--- config.mk ---
export PLATFORM = sky130hd
export DESIGN_NAME = skolem_sweep_ctrl
export DESIGN_NICKNAME = d
export VERILOG_FILES = /design/src/rtl/skolem_sweep_ctrl_pkg.sv /design/src/rtl/skolem_sle_mul_eval.sv /design/src/rtl/skolem_sweep_ctrl.sv
export SDC_FILE = /design/constraint.sdc
export NUM_CORES = 1
export LEC_CHECK = 0
export BUFFER_PORTS_ARGS = -buffer_cell sky130_fd_sc_hd__buf_2
export CORE_MARGIN = 2
export CORE_UTILIZATION = 39
export DETAILED_ROUTE_END_ITERATION = 7
export SYNTH_ARGS = -nofsm -noshare
export SYNTH_HDL_FRONTEND = slang
export SYNTH_SLANG_ARGS = --single-unit
--- constraint.sdc ---
create_clock -name clk -period 4.01 [get_ports clk]
set_input_delay 0.401 -clock clk [delete_from_list [all_inputs] [get_ports clk]]
set_output_delay 0.401 -clock clk [all_outputs]
set_load 0.05 [all_outputs]
--- src/rtl/skolem_sweep_ctrl_pkg.sv ---
`default_nettype none
// ============================================================================
// Module   : skolem_sweep_ctrl_pkg
// Purpose  : Shared types and helpers for the Skolem sweep controller.
//            Holds the sweep state encoding and the truncated-multiply
//            signed-compare used both by the checker and by its bench.
// Ports    : (package, none)
// Revision : 1.0 - initial release
// ============================================================================
package skolem_sweep_ctrl_pkg;

  typedef enum logic [2:0] {
    IDLE    = 3'd0,
    APPLY   = 3'd1,
    CAPTURE = 3'd2,
    SEARCH  = 3'd3,
    CHECK   = 3'd4,
    DONE    = 3'd5
  } state_t;

  // Returns ((x*s) mod 2^w) <=s t, with both sides read as w-bit two's
  // complement. Operands are carried in 32-bit containers; only the low
  // w bits matter, so the 32-bit product truncation is harmless (w <= 32).
  function automatic logic mul_sle(input logic [31:0] x,
                                   input logic [31:0] s,
                                   input logic [31:0] t,
                                   input int          w);
    logic [31:0]        prod;
    logic signed [31:0] p_se;
    logic signed [31:0] t_se;
    int                 sh;
    sh   = 32 - w;
    prod = x * s;
    // Left-justify then arithmetic-shift back to sign-extend from bit w-1.
    p_se = $signed(prod << sh) >>> sh;
    t_se = $signed(t << sh) >>> sh;
    return (p_se <= t_se);
  endfunction

endpackage
`default_nettype wire

--- src/rtl/skolem_sle_mul_eval.sv ---
`default_nettype none
// ============================================================================
// Module   : skolem_sle_mul_eval
// Purpose  : Combinational check ((x*s) mod 2^W) <=s t.
// Ports    : i_x  [W-1:0]  candidate / captured x
//            i_s  [W-1:0]  s operand
//            i_t  [W-1:0]  t operand (signed bound)
//            o_le          1 when the truncated product is <= t (signed)
// Revision : 1.0 - initial release
// ============================================================================
module skolem_sle_mul_eval
  import skolem_sweep_ctrl_pkg::*;
#(
  parameter int W = 4
) (
  input  logic [W-1:0] i_x,
  input  logic [W-1:0] i_s,
  input  logic [W-1:0] i_t,
  output logic         o_le
);

  assign o_le = mul_sle(32'(i_x), 32'(i_s), 32'(i_t), W);

endmodule
`default_nettype wire

--- src/rtl/skolem_sweep_ctrl.sv ---
`default_nettype none
// ============================================================================
// Module   : skolem_sweep_ctrl
// Purpose  : Drives an external Skolem-function instance over a range of
//            (s,t) pairs, checks the returned x, brute-force searches each
//            pair for invertibility and counts invertible pairs / failures.
// Ports    : clk, rst_n (sync, active low), start, abort
//            sweep_lo/sweep_hi [2W-1:0]  inclusive pair range {t,s}
//            sk_s/sk_t [W-1:0]           operands to the Skolem instance
//            sk_x [W-1:0]                x returned by the instance
//            busy, done                  status / completion pulse
//            inv_cnt/fail_cnt [2W:0]     invertible pairs / Skolem failures
//            first_fail [2W-1:0]         index of first failing pair
// Revision : 1.0 - initial release
// ============================================================================
module skolem_sweep_ctrl
  import skolem_sweep_ctrl_pkg::*;
#(
  parameter int W      = 4,
  parameter int SETTLE = 1
) (
  input  logic           clk,
  input  logic           rst_n,
  input  logic           start,
  input  logic           abort,
  input  logic [2*W-1:0] sweep_lo,
  input  logic [2*W-1:0] sweep_hi,
  output logic [W-1:0]   sk_s,
  output logic [W-1:0]   sk_t,
  input  logic [W-1:0]   sk_x,
  output logic           busy,
  output logic           done,
  output logic [2*W:0]   inv_cnt,
  output logic [2*W:0]   fail_cnt,
  output logic [2*W-1:0] first_fail
);

  localparam int SCW = (SETTLE > 1) ? $clog2(SETTLE) : 1;
  localparam logic [SCW-1:0] c_settle_last = SCW'(SETTLE - 1);
  localparam logic [W-1:0]   c_cand_last   = '1;

  state_t           r_state;
  state_t           w_next;
  logic [2*W-1:0]   r_idx;
  logic [2*W-1:0]   r_hi;
  logic [SCW-1:0]   r_settle;
  logic [W-1:0]     r_xs;
  logic [W-1:0]     r_cand;
  logic             r_inv;
  logic [2*W:0]     r_inv_cnt;
  logic [2*W:0]     r_fail_cnt;
  logic [2*W-1:0]   r_first_fail;

  logic             w_abort;
  logic             w_settled;
  logic             w_hit;
  logic             w_sk_ok;

  // Operands follow the index directly; idx is stable from APPLY to CHECK
  // and resets to zero, which gives sk_s = sk_t = 0 out of reset.
  assign sk_s       = r_idx[W-1:0];
  assign sk_t       = r_idx[2*W-1:W];
  assign inv_cnt    = r_inv_cnt;
  assign fail_cnt   = r_fail_cnt;
  assign first_fail = r_first_fail;

  assign w_abort    = abort && (r_state != IDLE);
  assign w_settled  = (r_settle == c_settle_last);

  // Check of the captured Skolem output for the current pair.
  skolem_sle_mul_eval #(.W(W)) u_eval_sk (
    .i_x  (r_xs),
    .i_s  (r_idx[W-1:0]),
    .i_t  (r_idx[2*W-1:W]),
    .o_le (w_sk_ok)
  );

  // Brute-force candidate evaluation during SEARCH.
  skolem_sle_mul_eval #(.W(W)) u_eval_cand (
    .i_x  (r_cand),
    .i_s  (r_idx[W-1:0]),
    .i_t  (r_idx[2*W-1:W]),
    .o_le (w_hit)
  );

  always_ff @(posedge clk) begin
    if (!rst_n) r_state <= IDLE;
    else        r_state <= w_next;
  end

  always_comb begin
    w_next = r_state;
    busy   = 1'b0;
    done   = 1'b0;
    case (r_state)
      IDLE: begin
        if (start) w_next = (sweep_lo > sweep_hi) ? DONE : APPLY;
      end
      APPLY: begin
        busy = 1'b1;
        if (w_settled) w_next = CAPTURE;
      end
      CAPTURE: begin
        busy   = 1'b1;
        w_next = SEARCH;
      end
      SEARCH: begin
        busy = 1'b1;
        if (w_hit || (r_cand == c_cand_last)) w_next = CHECK;
      end
      CHECK: begin
        busy   = 1'b1;
        w_next = (r_idx == r_hi) ? DONE : APPLY;
      end
      DONE: begin
        done   = !abort;
        w_next = IDLE;
      end
      default: w_next = IDLE;
    endcase
    if (w_abort) w_next = IDLE;
  end

  // Datapath. An abort freezes everything so partial counts survive.
  always_ff @(posedge clk) begin
    if (!rst_n) begin
      r_idx        <= '0;
      r_hi         <= '0;
      r_settle     <= '0;
      r_xs         <= '0;
      r_cand       <= '0;
      r_inv        <= 1'b0;
      r_inv_cnt    <= '0;
      r_fail_cnt   <= '0;
      r_first_fail <= '0;
    end else if (!w_abort) begin
      case (r_state)
        IDLE: begin
          if (start) begin
            r_idx        <= sweep_lo;
            r_hi         <= sweep_hi;
            r_settle     <= '0;
            r_inv_cnt    <= '0;
            r_fail_cnt   <= '0;
            r_first_fail <= '0;
          end
        end
        APPLY: begin
          if (!w_settled) r_settle <= r_settle + 1'b1;
        end
        CAPTURE: begin
          r_xs   <= sk_x;
          r_cand <= '0;
        end
        SEARCH: begin
          if (w_hit)                      r_inv  <= 1'b1;
          else if (r_cand == c_cand_last) r_inv  <= 1'b0;
          else                            r_cand <= r_cand + 1'b1;
        end
        CHECK: begin
          if (r_inv) begin
            r_inv_cnt <= r_inv_cnt + 1'b1;
            if (!w_sk_ok) begin
              r_fail_cnt <= r_fail_cnt + 1'b1;
              if (r_fail_cnt == '0) r_first_fail <= r_idx;
            end
          end
          // Stop at sweep_hi without incrementing, so idx never wraps.
          if (r_idx != r_hi) begin
            r_idx    <= r_idx + 1'b1;
            r_settle <= '0;
          end
        end
        default: ;
      endcase
    end
  end

endmodule
`default_nettype wire

## Yosys cells after proc, flatten, opt, wreduce, memory -nomap -nowiden

Cells that the tools add are included.

- Add/subtract/negate cells: 5
- Multiply operators: 2
- Order comparisons: 3
- Equal/unequal tests: 17
- Multiplexer cells: 31
- Bitwise logic cells: 2
- Reduce and logical (&&, ||, !) cells: 22

Operator list:

| operator | number |
|---|---|
| 2-to-1 mux 8 bit | 6 |
| 2-to-1 mux 9 bit | 4 |
| case mux 9 bit (2 select lines) | 2 |
| case mux 8 bit (2 select lines) | 2 |
| adder 9 x 1 -> 9 bit, second input constant | 2 |
| inequality test 2 bit, second input constant | 9 |
| AND reduction 4 bit | 4 |
| 2-to-1 mux 3 bit | 5 |
| case mux 3 bit (5 select lines) | 1 |
| logical NOT 9 bit | 1 |
| AND reduction 3 bit | 3 |
| adder 8 x 1 -> 8 bit, second input constant | 1 |
| == test 8 bit | 1 |
| > comparator 8 bit | 1 |
| <= comparator 4 bit | 2 |
| multiplier 4 x 4 -> 4 bit | 2 |
| 2-to-1 mux 4 bit | 2 |
| inequality test 8 bit | 1 |
| case mux 4 bit (2 select lines) | 1 |
| 2-to-1 mux 1 bit | 7 |
| == test 3 x 2 -> 1 bit, second input constant | 2 |
| == test 3 bit, second input constant | 2 |
| AND reduction 6 bit | 1 |
| nonzero test 2 bit | 3 |
| 15 further kinds | 17 |

- Flip-flop bits (word level): 55
- Bits of input ports: 24
- Word-level logic and storage cells: 92

## Logic depth before layout (Yosys ltp)

- Depth after elaboration: 5
- Mapped depth: 15
- Depth with buffers taken out: 14

## By module

A second synthesis with hierarchy kept.

- Cells, all modules: 398
- Area total of the unflattened synthesis: 3320.7 um^2

By module, submodules not included:

| module | times used | cells each | area an instance (um^2) |
|---|---|---|---|
| skolem_sweep_ctrl | 1 | 332 | 2822.7 |
| skolem_sle_mul_eval | 2 | 33 | 249.0 |

## Worst setup path after synthesis

Ideal clock, no wire load.

- Path kind: register to register
- Start: reg r_idx[1]
- End: reg r_fail_cnt[5] (netlist: fail_cnt[5])
- Data arrival time: 3.657 ns
- Data required time: 3.866 ns
- Slack: 0.210 ns
- Stages on the path, launching flop included: 16
- Path buffers: 1
- Clock period less this slack: 3.800 ns
- Cell sequence: dfxtp_1 clkbuf_1 and2_1 ha_1 ha_1 ha_1 xnor2_1 xnor2_1 xnor2_1 ha_1 nand4_1 o21ai_0 a2111oi_2 a41oi_1 o21ai_0 o31ai_1

- Longest elaborated chain between the ends: 4

RTL lines:

| item | line | RTL |
|---|---|---|
| from (decl) | skolem_sweep_ctrl.sv:44 | `logic [2*W-1:0] r_idx;` |
| from (signal assigned) | skolem_sweep_ctrl.sv:140 | `r_idx <= sweep_lo;` |
| from (signal assigned) | skolem_sweep_ctrl.sv:170 | `r_idx <= r_idx + 1'b1;` |
| multiplier 4 x 4 -> 4 bit | skolem_sweep_ctrl_pkg.sv:33 | `prod = x * s;` |
| <= comparator 4 bit | skolem_sweep_ctrl_pkg.sv:37 | `return (p_se <= t_se);` |
| inequality test 2 bit (no source line) | -- |  |
| AND reduction 5 bit (no source line) | -- |  |
| to (signal assigned) | skolem_sweep_ctrl.sv:164 | `r_fail_cnt <= r_fail_cnt + 1'b1;` |
| to (decl) | skolem_sweep_ctrl.sv:51 | `logic [2*W:0] r_fail_cnt;` |

No other way between the ends.
A chain may end at the register's enable or synchronous reset.

## Final worst setup path

- Start: reg r_xs[1]
- End: reg r_fail_cnt[7] (netlist: fail_cnt[7])

- Longest elaborated chain between the ends: 4

RTL lines:

| item | line | RTL |
|---|---|---|
| from (decl) | skolem_sweep_ctrl.sv:47 | `logic [W-1:0] r_xs;` |
| from (signal assigned) | skolem_sweep_ctrl.sv:152 | `r_xs <= sk_x;` |
| multiplier 4 x 4 -> 4 bit | skolem_sweep_ctrl_pkg.sv:33 |  |
| <= comparator 4 bit | skolem_sweep_ctrl_pkg.sv:37 |  |
| inequality test 2 bit (no source line) | -- |  |
| AND reduction 5 bit (no source line) | -- |  |

No other way between the ends.

==> run summary <==
The vias after detailed routing is 3129. The final number of setup-violating endpoints came out at 0. The number of maximum-capacitance violations came out at 0. The number of global-route vias before repair came to 3065. In the layout the commonest cells are 59 x buf_2, 58 x nand2_1, 54 x dfxtp_1.

The sum of negative setup slack is 0 ns. The predominant post-synthesis flop cell is dfxtp_1. The average vias per placed instance came out at 5.423. STA classifies the critical path startpoint as a flip-flop. The number of max-slew violations in the final report was 0. Global routing finished with a remaining overflow of 0.

The flow ran to the end, and the final reports show no timing, DRC or antenna violations. The type of the worst min-delay path is in2reg. After clock tree synthesis, the flow added hold-fix buffers numbering 0. The number of levels in the clock H-tree is 2. The average wire per standard cell is 15.34 microns.

A synthesized cell averages 8.060 sq um. The initial antenna violation count came out at 0. The register bit total from synthesis came out at 54.

The worst register-to-register path begins at r_xs[1]. The total inserted antenna cells came out at 0. The cell area that synthesis handed to floorplanning was 0.003377 sq mm. The number of cells in the design after placement came out at 569. The number of iterations in the first detailed-routing pass is 4.

The chip width came out at 97.06 microns. The analysis attributes to cell leakage a power of 0.001682 uW. The non-filler instance count after layout is 577.

Across the VDD grid, the largest voltage drop is 0.2963 mV. The area of the core is 0.008299 sq mm. The commonest non-fill, non-tap cell in the layout is buf_2.

For the worst-skew pair, the clock arrives at the later sink with an insertion delay of 0.31 ns. The share of cells above drive strength 1 is 0.1737. The fmax is 293.3 MHz.

The instance count of the mapped netlist came out at 419. The time the final worst path needs with I/O delays and setup is 3.410 ns. The synthesized net count came out at 472.

In this run, distinct cell masters in the synthesized netlist total 55. Yosys mapped a number of flops with a built-in enable equal to 0. The top-level I/O count is 60. The number of remaining DRC errors is 0. The largest net degree at the start of global routing is 27.

For this run, the register share of the synthesized area comes to 0.3201. The number of cells upsized or downsized after cts came out at 0. The relative slew slack came out at 0.4006.

The number of clock sinks came out at 54. The setup clock skew after layout is 0.008103 ns. The final net count came out at 524. The vertical extent of the die came out at 97.06 microns. Of all flip-flops after synthesis, the portion carrying an async set or reset was 0. The transition time at the pin with the least slew margin came out at 0.8923 ns. The starting density of the core is 0.4069. In this run the worst path has a maximum fanout of 6. The routed length on met3 came out at 376 microns. The remaining antenna violation count is 0. The half-perimeter wire length of the detailed placement result came out at 6588 microns. The number of buffers on the longest clock path is 2. After the first detailed-routing iteration, the DRC count stood at 186. During synthesis, Yosys emitted a total of 0 warnings. The data required time of the critical path came out at 4.22 ns. For this block, wires on met1 add up to 4323 microns. For this design the ratio of total power to cell area is 486.8 mW/mm^2. The count of buffers added by post-CTS timing repair for setup came out at 0. TritonCTS built the clock tree.

For this run, the total global-route usage over all layers was measured as 0.1919. The number of CTS-inserted buffers came out at 5. Signal routing reaches up to met4.

The first global-routing pass estimated 14950 microns of wire. Setup repair after global routing left no endpoint under its margin. During placement, the flow inserted port buffers numbering 59. The area added between synthesis and finish is 14.45%. The total count of hold-check failures in the final report came to 0. After clock tree synthesis, the clock-pin slew on the worst setup and hold paths is 0.11 ns.

The final core utilization is 0.4657. The floorplan row count is 33. Routability-driven placement finished with a final weighted congestion of 0.8621. CTS placed an instance of clkbuf_8 at the clock tree root.

The startpoint of the most critical hold path is sweep_hi[6]. Dividing the final minimum period by the clock period gives 0.8504. The total detailed-routing wirelength is 8852 microns. The worst setup path is of the reg2reg kind. Detailed routing placed a total of 3979 microns of wire on met2. The arrival time reported for the critical path endpoint is 3.62 ns.

The die area came out at 0.009420 sq mm. The worst setup path is captured at a flip-flop. The critical path starts at r_xs[1].
[registers in the layout, indices dropped and copies added (netlist names)]
register / flops
r_state: 3
r_cand: 4
r_hi: 8
r_inv: 1
fail_cnt: 9
inv_cnt: 9
first_fail: 8
r_xs: 4
r_idx: 8
[routing by layer]
metal,track usage,vias up
met4,0.06067,0
met3,0.03165,12
li1,-,1580
met2,0.3066,77
met1,0.2649,1460
met5,0,-
[per-stage QoR]
step | cell area [sq um] | hold WS [ns] | worst slack (ns) | power [uW]
5_1_grt | 3865 | 0.3320 | 0.2782 | 2005
3_3_place_gp | 3751 | 0.4477 | 0.7103 | 1499
6_report | 3865 | 0.3270 | 0.6000 | 1881
3_5_place_dp | 3751 | 0.4492 | 0.6219 | 1508
4_1_cts | 3865 | 0.3224 | 0.5973 | 1885
2_1_floorplan | 3377 | 0.4478 | 0.2095 | 1312
[worst max-delay path: stages, from the launching register on]
cell       delay [ns]
dfxtp_1          0.35
and2_1           0.14
ha_1             0.28
ha_1             0.28
ha_1             0.21
xnor2_1          0.17
xnor2_1          0.15
xnor2_1          0.14
ha_1             0.26
nand4_1          0.09
o21ai_0          0.15
a2111oi_2        0.63
a31oi_1          0.17
o21ai_0          0.18
o21ai_0          0.09
[worst paths after layout]
kind / end / depth (start not counted) / slack, ns
setup / recovery: fail_cnt[7] / 14 / 0.60
hold / removal: r_hi[6] / 3 / 0.33
setup reg to reg: fail_cnt[7] / 14 / 0.60
hold reg to reg: r_hi[3] / 2 / 0.47
[synth_stat cells, drive strengths merged (3+ instances only)]
| library cell | instances | area share |
|---|---|---|
| a211oi | 3 | 0.0067 |
| mux2i | 8 | 0.024 |
| buf | 4 | 0.012 |
| a21o | 3 | 0.0067 |
| o31ai | 6 | 0.013 |
| inv | 15 | 0.017 |
| or3 | 5 | 0.0093 |
| a31oi | 5 | 0.0093 |
| nand2b | 4 | 0.0074 |
| clkbuf | 17 | 0.019 |
| o211ai | 4 | 0.0089 |
| o21ai | 22 | 0.033 |
| dfxtp | 54 | 0.32 |
| nor2 | 27 | 0.030 |
| nand4 | 9 | 0.017 |
| xnor2 | 16 | 0.041 |
| nor2b | 7 | 0.014 |
| nor3 | 8 | 0.015 |
| xor2 | 13 | 0.034 |
| nand2 | 58 | 0.064 |
| ha | 29 | 0.11 |
| and3 | 3 | 0.0056 |
| a21oi | 28 | 0.041 |
| o32ai | 3 | 0.0078 |
| nand3 | 22 | 0.033 |
| and2 | 13 | 0.025 |
[cell families (layout without fill, tap and decap cells)]
family | Yosys count | in the layout | synth area share
AND/OR/NAND/NOR | 169 | 169 | 0.2494
AO/OA/AOI/OAI | 93 | 93 | 0.1753
flip-flops | 54 | 54 | 0.3201
XOR/XNOR | 29 | 29 | 0.07521
adder cells (fa/ha/maj) | 29 | 29 | 0.1074
multiplexers | 8 | 8 | 0.02371
buffers and inverters | 37 | 90 | 0.04890
[cell type report]
type / count / area [sq um]
inverters: 16 / 60.06
fillers: 826 / 4434
multi-input cells: 328 / 2131
clock buffers: 5 / 68.82
flip-flops and latches: 54 / 1081
clock inverters: 3 / 45.04
well taps: 105 / 131.4
repair buffers: 66 / 347.8
[power by group]
group	switching [uW]	internal (uW)	total (uW)
clock	193	186	379
sequential	73.5	593	667
combinational	560	276	836
No activity file was read; power rests on OpenSTA's default activity.
